[src/rtl/synth_pkg.sv]
// synth_pkg: shared constants and sequencer write FSM states for the synth cfg block
package synth_pkg;
  localparam int CFG_ADDR_BITS   = 3;
  localparam int CFG_WORDS       = 8;
  localparam int OSC_PERIOD_BASE = 0;
  localparam int MOD_PERIOD_BASE = 2;
  localparam int PAT_REST_BIT    = 15;
  typedef enum logic [1:0] {IDLE = 2'd0, WR_LO = 2'd1, WR_HI = 2'd2} seq_state_e;
endpackage

[src/rtl/seq_tempo_counter.sv]
// seq_tempo_counter: reload/decrement step timer; ticks on the first run cycle and every tempo+1 cycles after
module seq_tempo_counter #(
  parameter int TEMPO_BITS = 16
) (
  input  logic                  clk,
  input  logic                  reset,
  input  logic                  run,
  input  logic [TEMPO_BITS-1:0] tempo,
  output logic                  tick
);
  logic [TEMPO_BITS-1:0] cnt_q, cnt_d;
  always_comb begin
    tick  = run && cnt_q == '0;
    cnt_d = !run ? '0 : tick ? tempo : cnt_q - 1'b1;
  end
  always_ff @(posedge clk) cnt_q <= reset ? '0 : cnt_d;
endmodule

[src/rtl/synth_cfg_sequencer.sv]
// synth_cfg_sequencer: pattern step sequencer sharing the cfg write port with host byte writes
module synth_cfg_sequencer #(
  parameter int STEPS_LOG2    = 4,
  parameter int TEMPO_BITS    = 16,
  parameter int CFG_ADDR_BITS = synth_pkg::CFG_ADDR_BITS,
  parameter int TARGET_ADDR   = synth_pkg::OSC_PERIOD_BASE
) (
  input  logic                     clk,
  input  logic                     reset,
  input  logic                     host_valid,
  output logic                     host_ready,
  input  logic [CFG_ADDR_BITS-1:0] host_addr,
  input  logic                     host_hi,
  input  logic [7:0]               host_data,
  input  logic                     pat_we,
  input  logic [STEPS_LOG2-1:0]    pat_addr,
  input  logic [15:0]              pat_data,
  input  logic                     run,
  input  logic [TEMPO_BITS-1:0]    tempo,
  input  logic [STEPS_LOG2-1:0]    last_step,
  output logic [1:0]               cfg_we,
  output logic [CFG_ADDR_BITS-1:0] cfg_w_addr,
  output logic [15:0]              cfg_w_data,
  output logic [STEPS_LOG2-1:0]    step,
  output logic                     step_tick,
  output logic                     overrun
);
  import synth_pkg::*;
  logic                     tick, seq_req, grant_host, grant_seq;
  seq_state_e               state_q, state_d;
  logic [15:0]              pat_q [2**STEPS_LOG2];
  logic [15:0]              pat_d [2**STEPS_LOG2];
  logic [15:0]              entry, word_q, word_d;
  logic [STEPS_LOG2-1:0]    step_q, step_d;
  logic                     prio_q, prio_d, step_tick_q, overrun_q, overrun_d;
  logic [1:0]               cfg_we_q, cfg_we_d;
  logic [CFG_ADDR_BITS-1:0] cfg_w_addr_q, cfg_w_addr_d;
  logic [15:0]              cfg_w_data_q, cfg_w_data_d;

  seq_tempo_counter #(.TEMPO_BITS(TEMPO_BITS)) u_tempo (
    .clk   (clk),
    .reset (reset),
    .run   (run),
    .tempo (tempo),
    .tick  (tick)
  );

  // prio_q set means the host won the last contended cycle, so the sequencer goes next
  always_comb begin
    entry = pat_q[step_q];
    pat_d = pat_q;
    if (pat_we) pat_d[pat_addr] = pat_data;
    seq_req    = state_q != IDLE;
    host_ready = !reset && !(seq_req && prio_q);
    grant_host = host_valid && host_ready;
    grant_seq  = seq_req && !grant_host;
    prio_d     = (seq_req && host_valid) ? !prio_q : prio_q;
    step_d     = !run ? '0 : tick ? (step_q == last_step ? '0 : step_q + 1'b1) : step_q;
    overrun_d  = run && (overrun_q || (tick && seq_req));
    state_d    = state_q;
    word_d     = word_q;
    if (grant_seq) state_d = state_q == WR_LO ? WR_HI : IDLE;
    if (tick && !seq_req && !entry[PAT_REST_BIT]) begin
      state_d = WR_LO;
      word_d  = {1'b0, entry[PAT_REST_BIT-1:0]};
    end
    cfg_we_d     = grant_seq ? (state_q == WR_LO ? 2'b01 : 2'b10) : grant_host ? {host_hi, !host_hi} : 2'b00;
    cfg_w_addr_d = grant_seq ? CFG_ADDR_BITS'(TARGET_ADDR) : grant_host ? host_addr : '0;
    cfg_w_data_d = grant_seq ? word_q : grant_host ? {host_data, host_data} : '0;
  end

  always_ff @(posedge clk) begin
    if (reset) begin
      pat_q        <= '{default: 16'h8000};
      state_q      <= IDLE;
      word_q       <= '0;
      step_q       <= '0;
      prio_q       <= 1'b0;
      step_tick_q  <= 1'b0;
      overrun_q    <= 1'b0;
      cfg_we_q     <= '0;
      cfg_w_addr_q <= '0;
      cfg_w_data_q <= '0;
    end else begin
      pat_q        <= pat_d;
      state_q      <= state_d;
      word_q       <= word_d;
      step_q       <= step_d;
      prio_q       <= prio_d;
      step_tick_q  <= tick;
      overrun_q    <= overrun_d;
      cfg_we_q     <= cfg_we_d;
      cfg_w_addr_q <= cfg_w_addr_d;
      cfg_w_data_q <= cfg_w_data_d;
    end
  end

  assign cfg_we     = cfg_we_q;
  assign cfg_w_addr = cfg_w_addr_q;
  assign cfg_w_data = cfg_w_data_q;
  assign step       = step_q;
  assign step_tick  = step_tick_q;
  assign overrun    = overrun_q;
endmodule

[config.mk]
export PLATFORM = sky130hd
export DESIGN_NAME = synth_cfg_sequencer
export DESIGN_NICKNAME = d
export VERILOG_FILES = /design/src/rtl/synth_pkg.sv /design/src/rtl/seq_tempo_counter.sv /design/src/rtl/synth_cfg_sequencer.sv
export SDC_FILE = /design/constraint.sdc
export NUM_CORES = 1
export LEC_CHECK = 0
export BUFFER_PORTS_ARGS = -buffer_cell sky130_fd_sc_hd__buf_2
export CORE_UTILIZATION = 50
export DETAILED_ROUTE_END_ITERATION = 10
export PLACE_DENSITY_LB_ADDON = 0.1
export SYNTH_ARGS = -nofsm -noshare
export SYNTH_HDL_FRONTEND = slang
export SYNTH_SLANG_ARGS = --single-unit
export TNS_END_PERCENT = 1
[constraint.sdc]
create_clock -name clk -period 2.1 [get_ports clk]
set_input_delay 0.21 -clock clk [delete_from_list [all_inputs] [get_ports clk]]
set_output_delay 0.21 -clock clk [all_outputs]
set_load 0.02 [all_outputs]
== Word level (Yosys, flattened, before mapping) ==
Cells that the tools add are included.
Widths: inputs -> output; s select.

* Add/subtract/negate cells: 2
* Magnitude comparators: 3
* Eq/ne operators: 2
* Multiplexer cells: 16
* Bitwise gates (word level): 4
* Reduce and logical (&&, ||, !) cells: 25

{| class="wikitable"
|+ Operators by type and width
! operator !! number
|-
| $bwmux 256 || 1
|-
| $bmux 16 s4 || 1
|-
| $demux 16 s4 || 1
|-
| $mux 16 || 4
|-
| $mux 15 || 2
|-
| $logic_not 16->1 || 1
|-
| $sub 16x1->16 const B || 1
|-
| $logic_and 1x1->1 || 11
|-
| $ge 5x5->1 const B || 2
|-
| $not 4->5 || 2
|-
| $mux 2 || 4
|-
| $logic_not 1->1 || 7
|-
| $lt 5x1->1 const B || 1
|-
| $add 4x1->4 const B || 1
|-
| $eq 4x4->1 || 1
|-
| $mux 4 || 1
|-
| $reduce_bool 2->1 || 2
|-
| $reduce_or 2->1 || 2
|-
| $reduce_or 3->1 || 1
|-
| $eq 2x1->1 const B || 1
|-
| $mux 1 || 2
|-
| $not 1->1 || 2
|-
| $logic_or 1x1->1 || 1
|}

* Bits in registers: 317
* Word-level logic and storage cells: 80

== Depth between registers and ports, before layout ==
Gate-level depths: netlist of the first run.

* Depth after elaboration: 9
* Mapped depth: 9
* Gate-level depth less buffers: 6

== Hierarchy ==
A second synthesis of the first run with hierarchy kept.

* Cells, all modules: 1586
* Area total of the unflattened synthesis: 13495.4 um^2

{| class="wikitable"
|+ Modules (own cells, without submodules)
! module !! times used !! cells an instance !! area each (um^2) !! seq. area each (um^2)
|-
| synth_cfg_sequencer || 1 || 1478 || 12548.3 || 6025.8
|-
| seq_tempo_counter || 1 || 108 || 947.2 || 320.3
|}

== Least setup slack after synthesis of the first run ==
OpenSTA, ideal clock, no wires.

* Path kind: register to register
* From: register step_q[1] (netlist: step[1])
* To: register word_q[10]
* Setup time: 70 ps
* Arrival time: 2285 ps
* Data required time: 2030 ps
* Path slack: -255 ps
* Cell stages (with the launch flop): 8
* Buffers on the path: 2
* Period minus slack after synthesis: 2355 ps
* Path through: dfxtp_1 -> buf_2 -> mux4_2 -> nand2b_1 -> a41o_1 -> clkbuf_1 -> or4_1 -> a21oi_1

* Word-level cells in the longest chain between the ends: 6

{| class="wikitable"
|+ Ends and longest elaborated chain
! element !! line !! source
|-
| start: declaration || synth_cfg_sequencer.sv:34 || <nowiki>logic [STEPS_LOG2-1:0] step_q, step_d;</nowiki>
|-
| start signal: assignment || synth_cfg_sequencer.sv:88 || <nowiki>step_q <= step_d;</nowiki>
|-
| $not 4->5 (not written as such) (*) || synth_cfg_sequencer.sv:50 || <nowiki>entry = pat_q[step_q];</nowiki>
|-
| $bmux 16 s4 (*) || synth_cfg_sequencer.sv:50 ||
|-
| $mux 16 (not written as such) (*) (2 in a row) || synth_cfg_sequencer.sv:50 ||
|-
| $logic_not 1->1 || synth_cfg_sequencer.sv:63 || <nowiki>if (tick && !seq_req && !entry[PAT_REST_BIT]) begin</nowiki>
|-
| $logic_and 1x1->1 || synth_cfg_sequencer.sv:63 ||
|-
| end signal: assignment || synth_cfg_sequencer.sv:87 || <nowiki>word_q <= word_d;</nowiki>
|-
| end: declaration || synth_cfg_sequencer.sv:33 || <nowiki>logic [15:0] entry, word_q, word_d;</nowiki>
|}

Mark *: on every way between the ends. The rest lies on a longest branch, timed or not. The select of a mux whose other input is x is not followed.
A chain may end at the register's enable or synchronous reset.

== Final worst setup path of the first run ==
* From: register step_q[1] (netlist: step[1])
* To: register word_q[6]

The elaborated chain is that of the path after synthesis.

==> results.yml, run 1 <==
worst_setup_path:
  worst_ep_required_time_ns: 2.54
  end_kind: "register"
  crit_type: "register to register"
  slowest_delay_ns: 0.50
  critical_path.top_delay_family: "simple AND/OR/NAND/NOR gates"
  path_cells: "mux4_2 -> nand2b_1 -> a41o_1 -> buf_12 -> or4_1 -> a21oi_2"
  slowest_stage: "or4_1"
  crit_buf_inv: 1
  worstSetupStartpointType: "register"
  cp.arrival_ns: 2.52
  critical_path.max_fanout: 25
finish:
  final_nets: 1723
  final_area_um2: 15800
  post-route-util_pct: 60.6
  mostFrequentLayoutCells: "558 x nand2_1, 314 x dfxtp_1, 270 x a21oi_1, 83 x buf_2, 65 x buf_4"
  drive_gt1_share_pct: 18.1
  final_common_cell: "nand2_1"
  area_growth_pct: 18.6
die:
  rows: 59
  io_pins: 85
  start_util_pct: 51.1
  die-area_um2: 27400
  die_h_um: 165
  die_w_um: 165
  core_area_um2: 26100
logic_synthesis:
  synth_top_area_share_pct: 47.5
  synth_area_leaders: "dfxtp_1 47%, nand2_1 16%, mux4_2 11%"
  synth_area_um2: 13400
  ys_seq_elements: 317
  async_flop_share_pct: 0
  synth_edf_count: 0
  ys_types: 43
  synth_seq_area_share_pct: 47.5
  synth.largest_area_cell: "dfxtp_1"
  yosys_warnings: 0
  synth_cells: 1577
  ys.flop_type: "dfxtp_1"
  syn_nets: 1637
  avgSynthCellArea_um2: 8.47
clock_tree:
  postCtsSetupBuffers: 0
  cts_buffers: 36
  htree_levels: 2
  cts_tree: "done"
  cts-root-buf: "clkbuf_16"
  cts_sinks: 317
  path_clk_slew_ns: 0.06
  cts_buffer_depth: 3
  clock_latency_ns: 0.50
detailed_routing:
  drt_iter0_markers: 939
  final_antenna_net_count: 0
  viasPerCell: 5.60
  routed_wl_mm: 38.5
  vias: 11300
  dr.pass1.iters: 8
  route.detailed.drc: 8
  post_drt_wl_per_cell_um: 19.0
timing:
  setup_viol: 0
  min_period_over_period_pct: 98.9
  rsz0062_at_grt: "true"
  min_period_ns: 2.08
  hold_viol: 0
  max_slew.worst_pin.slew_ns: 0.815
  finalSetupTns_ns: 0
  finClkSkew_ns: 0.0134
  max_freq_mhz: 482
  slew_viol_final: 0
  slew_headroom_pct: 45.5
global_route:
  grt_max_degree: 130
  grt_pass1_wl_mm: 59.0
  antenna_found_initial: 1
  grt_pass1_vias: 10400
  grt-ovfl-total: 0
  track_usage_pct: 28.4
run_status:
  violations: "DRC"
  status: "complete, but fails checks"
place:
  placed_area_um2: 14400
  dp_hpwl_mm: 23.8
  gp_congestion: 0.838
  numPortBuffers: 84
power_and_ir_drop:
  power.density_nw_per_um2: 889
  p_leak_nw: 5.52
  ir_worst_vdd_v: 0.000971
worst_hold_path:
  min_path_type: "input pin to register"
job:
  drv_cap: 0
## layer usage
layer	track usage [%]	up-vias	wire, µm
li1	-	5523	-
met1	38.6	5409	16500
met2	46.1	322	18400
met3	3.82	70	2410
met4	10.0	0	1140
met5	0	-	0
## cell usage after synthesis (14+ instances only)
cell type  count
mux4_2        64
o31ai_1       17
nand2_1      558
nand3b_1      18
a22o_1        14
dfxtp_1      317
clkbuf_1     113
nor2_1        50
a21oi_1      275
a221oi_1      14
or4_1         15
## cell type report
class	count	area, µm²
fillers	2342	10300
multi-input cells	1118	6520
flip-flops and latches	317	6360
repair buffers	186	1390
clock buffers	51	1040
well taps	335	419
clock inverters	11	105
inverters	4	15.0
diodes	1	2.50
## sequential cells by signal, indices dropped and copies added, names as in the netlist
name,count
step_tick,1
state_q,2
overrun,1
step,4
cfg_we,2
cfg_w_data,16
word_q,15
u_tempo.cnt_q,16
cfg_w_addr,3
prio_q,1
pat_q,256
## worst register-to-register path, stage by stage, from the launching register on
cell	delay (ns)
dfxtp_4	0.38
mux4_2	0.48
nand2b_1	0.15
a41o_1	0.20
buf_12	0.16
or4_1	0.50
a21oi_2	0.13
## kinds of logic after synthesis
group                    count (synthesis)  share of synthesized area [%]
multiplexers                            69                           11.2
XOR/XNOR                                19                           1.25
flip-flops                             317                           47.5
AND/OR/NAND/NOR                        688                           21.3
adder cells (fa/ha/maj)                  3                          0.281
AO/OA/AOI/OAI                          339                           14.2
buffers and inverters                  142                           4.24
## power by group
| group | internal [W] | switching (W) |
|---|---|---|
| sequential | 0.00617 | 0.000106 |
| combinational | 0.000739 | 0.000964 |
| clock | 0.00368 | 0.00243 |
| total | 0.0106 | 0.00349 |
## worst paths after layout
check	start	endpoint	slack, ns	cells past startpoint
setup / recovery	step[1]$_SDFFE_PP0P_	word_q[6]$_SDFFE_PP0P_	0.02	6
hold / removal	tempo[6]	u_tempo.cnt_q[6]$_SDFF_PP0_	0.02	3
setup reg to reg	step[1]$_SDFFE_PP0P_	word_q[6]$_SDFFE_PP0P_	0.02	6
hold reg to reg	pat_q[237]$_SDFFE_PP0P_	pat_q[237]$_SDFFE_PP0P_	0.45	2
## through the flow
| stage | hold WS (ns) | worst slack [ns] | total power [W] | cells |
|---|---|---|---|---|
| final | 0.0197 | 0.0235 | 0.0141 | 2023 |
| after global routing | 0.0180 | -0.0686 | 0.0146 | 2023 |
| after CTS | 0.00623 | 0.00603 | 0.0142 | 2022 |
| after detailed placement | 0.412 | -0.0243 | 0.00806 | 1934 |
| after global placement | 0.409 | 0.00944 | 0.00804 | 1934 |
| after floorplan | 0.332 | -0.0210 | 0.00750 | 1577 |
## repair_timing
item	4_1_cts	5_1_grt
hold buffers	26	0
pin swaps	0	1
hold endpoints to repair	33	0
setup endpoints to repair	14	16
gates resized for setup	1	13
(Power assumes the default switching activity.)
==> inputs of run 2 (changes only) <==
--- a/config.mk
+++ b/config.mk
@@ -5,6 +5,7 @@
 export SDC_FILE = /design/constraint.sdc
 export NUM_CORES = 1
 export LEC_CHECK = 0
+export ABC_AREA = 1
 export BUFFER_PORTS_ARGS = -buffer_cell sky130_fd_sc_hd__buf_2
 export CORE_UTILIZATION = 50
 export DETAILED_ROUTE_END_ITERATION = 10
==> constraint.sdc (replaced) <==
create_clock -name clk -period 2.1 [get_ports clk]
set_input_delay 0.315 -clock clk [delete_from_list [all_inputs] [get_ports clk]]
set_output_delay 0.315 -clock clk [all_outputs]
set_load 0.02 [all_outputs]
==> results.yml, run 2 <==
detailed_routing:
  drt_iter0_markers: 1170
  met3WireLength_mm: 2.15
  final_antenna_net_count: 0
  viasPerCell: 5.43
  wl_met2_mm: 19.3
  routed_wl_mm: 41.4
  dr.pass1.iters: 5
  wl_met1_mm: 18.0
  post_drt_wl_per_cell_um: 17.5
  top_layer: "met4"
  route.detailed.drc: 0
  vias: 12900
place:
  gp_congestion: 0.852
  dp_hpwl_mm: 25.7
  placed_area_um2: 14600
  numPortBuffers: 84
global_route:
  grt_pass1_vias: 12100
  antenna_found_initial: 0
  grt_pass1_wl_mm: 65.5
  track_usage_pct: 29.2
  grt_max_degree: 153
  grt-ovfl-total: 0
clock_tree:
  cts_buffers: 35
  cts_buffer_depth: 3
  cts-root-buf: "clkbuf_16"
  htree_levels: 2
  postCtsSetupBuffers: 0
  clock_latency_ns: 0.52
  cts_tree: "done"
  cts_sinks: 317
  path_clk_slew_ns: 0.06
logic_synthesis:
  synth_edf_count: 0
  ys_seq_elements: 317
  ys_types: 32
  synth_cells: 1965
  avgSynthCellArea_um2: 7.12
  synth_seq_area_share_pct: 45.4
  synth_area_um2: 14000
  synth_area_leaders: "dfxtp_1 45%, o21ai_0 11%, nor2_1 10%"
  synth_common_cells: "376 x nor2_1, 321 x o21ai_0, 317 x dfxtp_1"
  ys.flop_type: "dfxtp_1"
  async_flop_share_pct: 0
  synth.most_common_cell: "nor2_1"
  yosys_warnings: 0
  syn_nets: 2025
  synth_top_area_share_pct: 45.4
  synth.largest_area_cell: "dfxtp_1"
die:
  core_area_um2: 27200
  die_w_um: 169
  rows: 60
  die_h_um: 169
  io_pins: 85
  die-area_um2: 28600
  start_util_pct: 51.5
worst_setup_path:
  slowest_stage: "dfxtp_4"
  cp.arrival_ns: 1.68
  cp.depth: 3
  r2r_cells: 10
  worstSetupStartpointType: "register"
  critical_path.top_delay_family: "buffers and inverters"
  end_kind: "output port"
  path_cells: "buf_12 -> buf_4 -> buf_2"
  worst_ep_required_time_ns: 1.78
  critical_path.max_fanout: 69
  r2r_slack_ns: 0.23
  crit_buf_inv: 3
  crit_type: "register to output port"
  slowest_delay_ns: 0.36
run_status:
  status: "finished, final reports clean"
finish:
  drive_gt1_share_pct: 11.2
  area_growth_pct: 12.4
  final_area_um2: 15700
  antenna-diode-count: 0
  multi_input_area_um2: 6240
  regMostFlops: "pat_q"
  mostFrequentLayoutCells: "376 x nor2_1, 321 x o21ai_0, 315 x dfxtp_1, 192 x nand2_1, 182 x a21oi_1"
  final_common_cell: "nor2_1"
  ff_latch_area_um2: 6350
  largest_reg_flops: 256
  final_nets: 2038
  nFillCells: 2646
  post-route-util_pct: 57.9
timing:
  max_freq_mhz: 501
  min_period_ns: 2.00
  rsz0062_at_grt: "false"
  finClkSkew_ns: 0.0131
  finalSetupTns_ns: 0
  max_slew.worst_pin.slew_ns: 0.745
  hold_viol: 0
  slew_viol_final: 0
  min_period_over_period_pct: 95.1
  setup_viol: 0
  whs_ns: 0.0171
  slew_headroom_pct: 50.3
power_and_ir_drop:
  power.density_nw_per_um2: 923
  p_leak_nw: 6.54
  ir_worst_vdd_v: 0.000607
job:
  drv_cap: 0
worst_hold_path:
  min_path_cells: 3
  min_path_type: "input pin to register"
run 2: metrics by stage:
step / setup WS [ns] / power (W) / std cells
floorplan: 0.524 / 0.00799 / 1965
global placement: 0.363 / 0.00856 / 2312
detailed placement: 0.240 / 0.00858 / 2312
CTS: 0.0940 / 0.0146 / 2372
global route: 0.0198 / 0.0151 / 2372
finish: 0.103 / 0.0145 / 2372
run 2: path summary, 6_finish.rpt:
path / startpoint / to
worst max-delay path: step[1]$_SDFFE_PP0P_ / step[1]
worst min-delay path: host_addr[0] / cfg_w_addr[0]$_SDFF_PP0_
worst max register to register: u_tempo.cnt_q[0]$_SDFF_PP0_ / word_q[5]$_SDFFE_PP0P_
worst min register to register: u_tempo.cnt_q[0]$_SDFF_PP0_ / u_tempo.cnt_q[0]$_SDFF_PP0_
run 2: timing repair:
item | in CTS | in global routing
hold buffers | 1 | 0
endpoints found under the setup margin | 0 | 3
resized for setup | 0 | 1
hold endpoints to repair | 1 | 0
run 2: final cells by class:
cell class / count / share of cell area, %
Clock inverter: 3 / 0.255
Clock buffer: 56 / 6.79
Inverter: 186 / 4.47
Tap cell: 372 / 2.96
Timing Repair Buffer: 125 / 5.44
Multi-Input combinational cell: 1313 / 39.7
Sequential cell: 317 / 40.4
run 2: routing by layer:
metal  vias up  global-route usage [%]
li1       6424                       -
met1      6004                    36.8
met2       357                    49.1
met3        94                    3.78
met4         0                    15.0
met5         -                       0
run 2: cell families after synthesis:
logic type,count (synthesis),synth area share (%)
compound gates,578,21.9
xor+xnor,16,1.00
fa+ha+maj,3,0.268
buf+inv,335,10.1
flops,317,45.4
simple gates,716,21.4
run 2: worst register-to-register path: stages, from the launching register on:
cell and delay, ns:
dfxtp_1 0.31, inv_1 0.12, ha_1 0.18, nand2_1 0.06, nor2_1 0.13, nand3_2 0.19
nor2_4 0.16, nand3_4 0.31, nand2_1 0.16, nand2_1 0.06, nor2_1 0.14
run 2: report_power, final:
group	internal [W]	switching, W
clock network	0.00359	0.00243
logic	0.000704	0.00143
registers	0.00623	0.000128
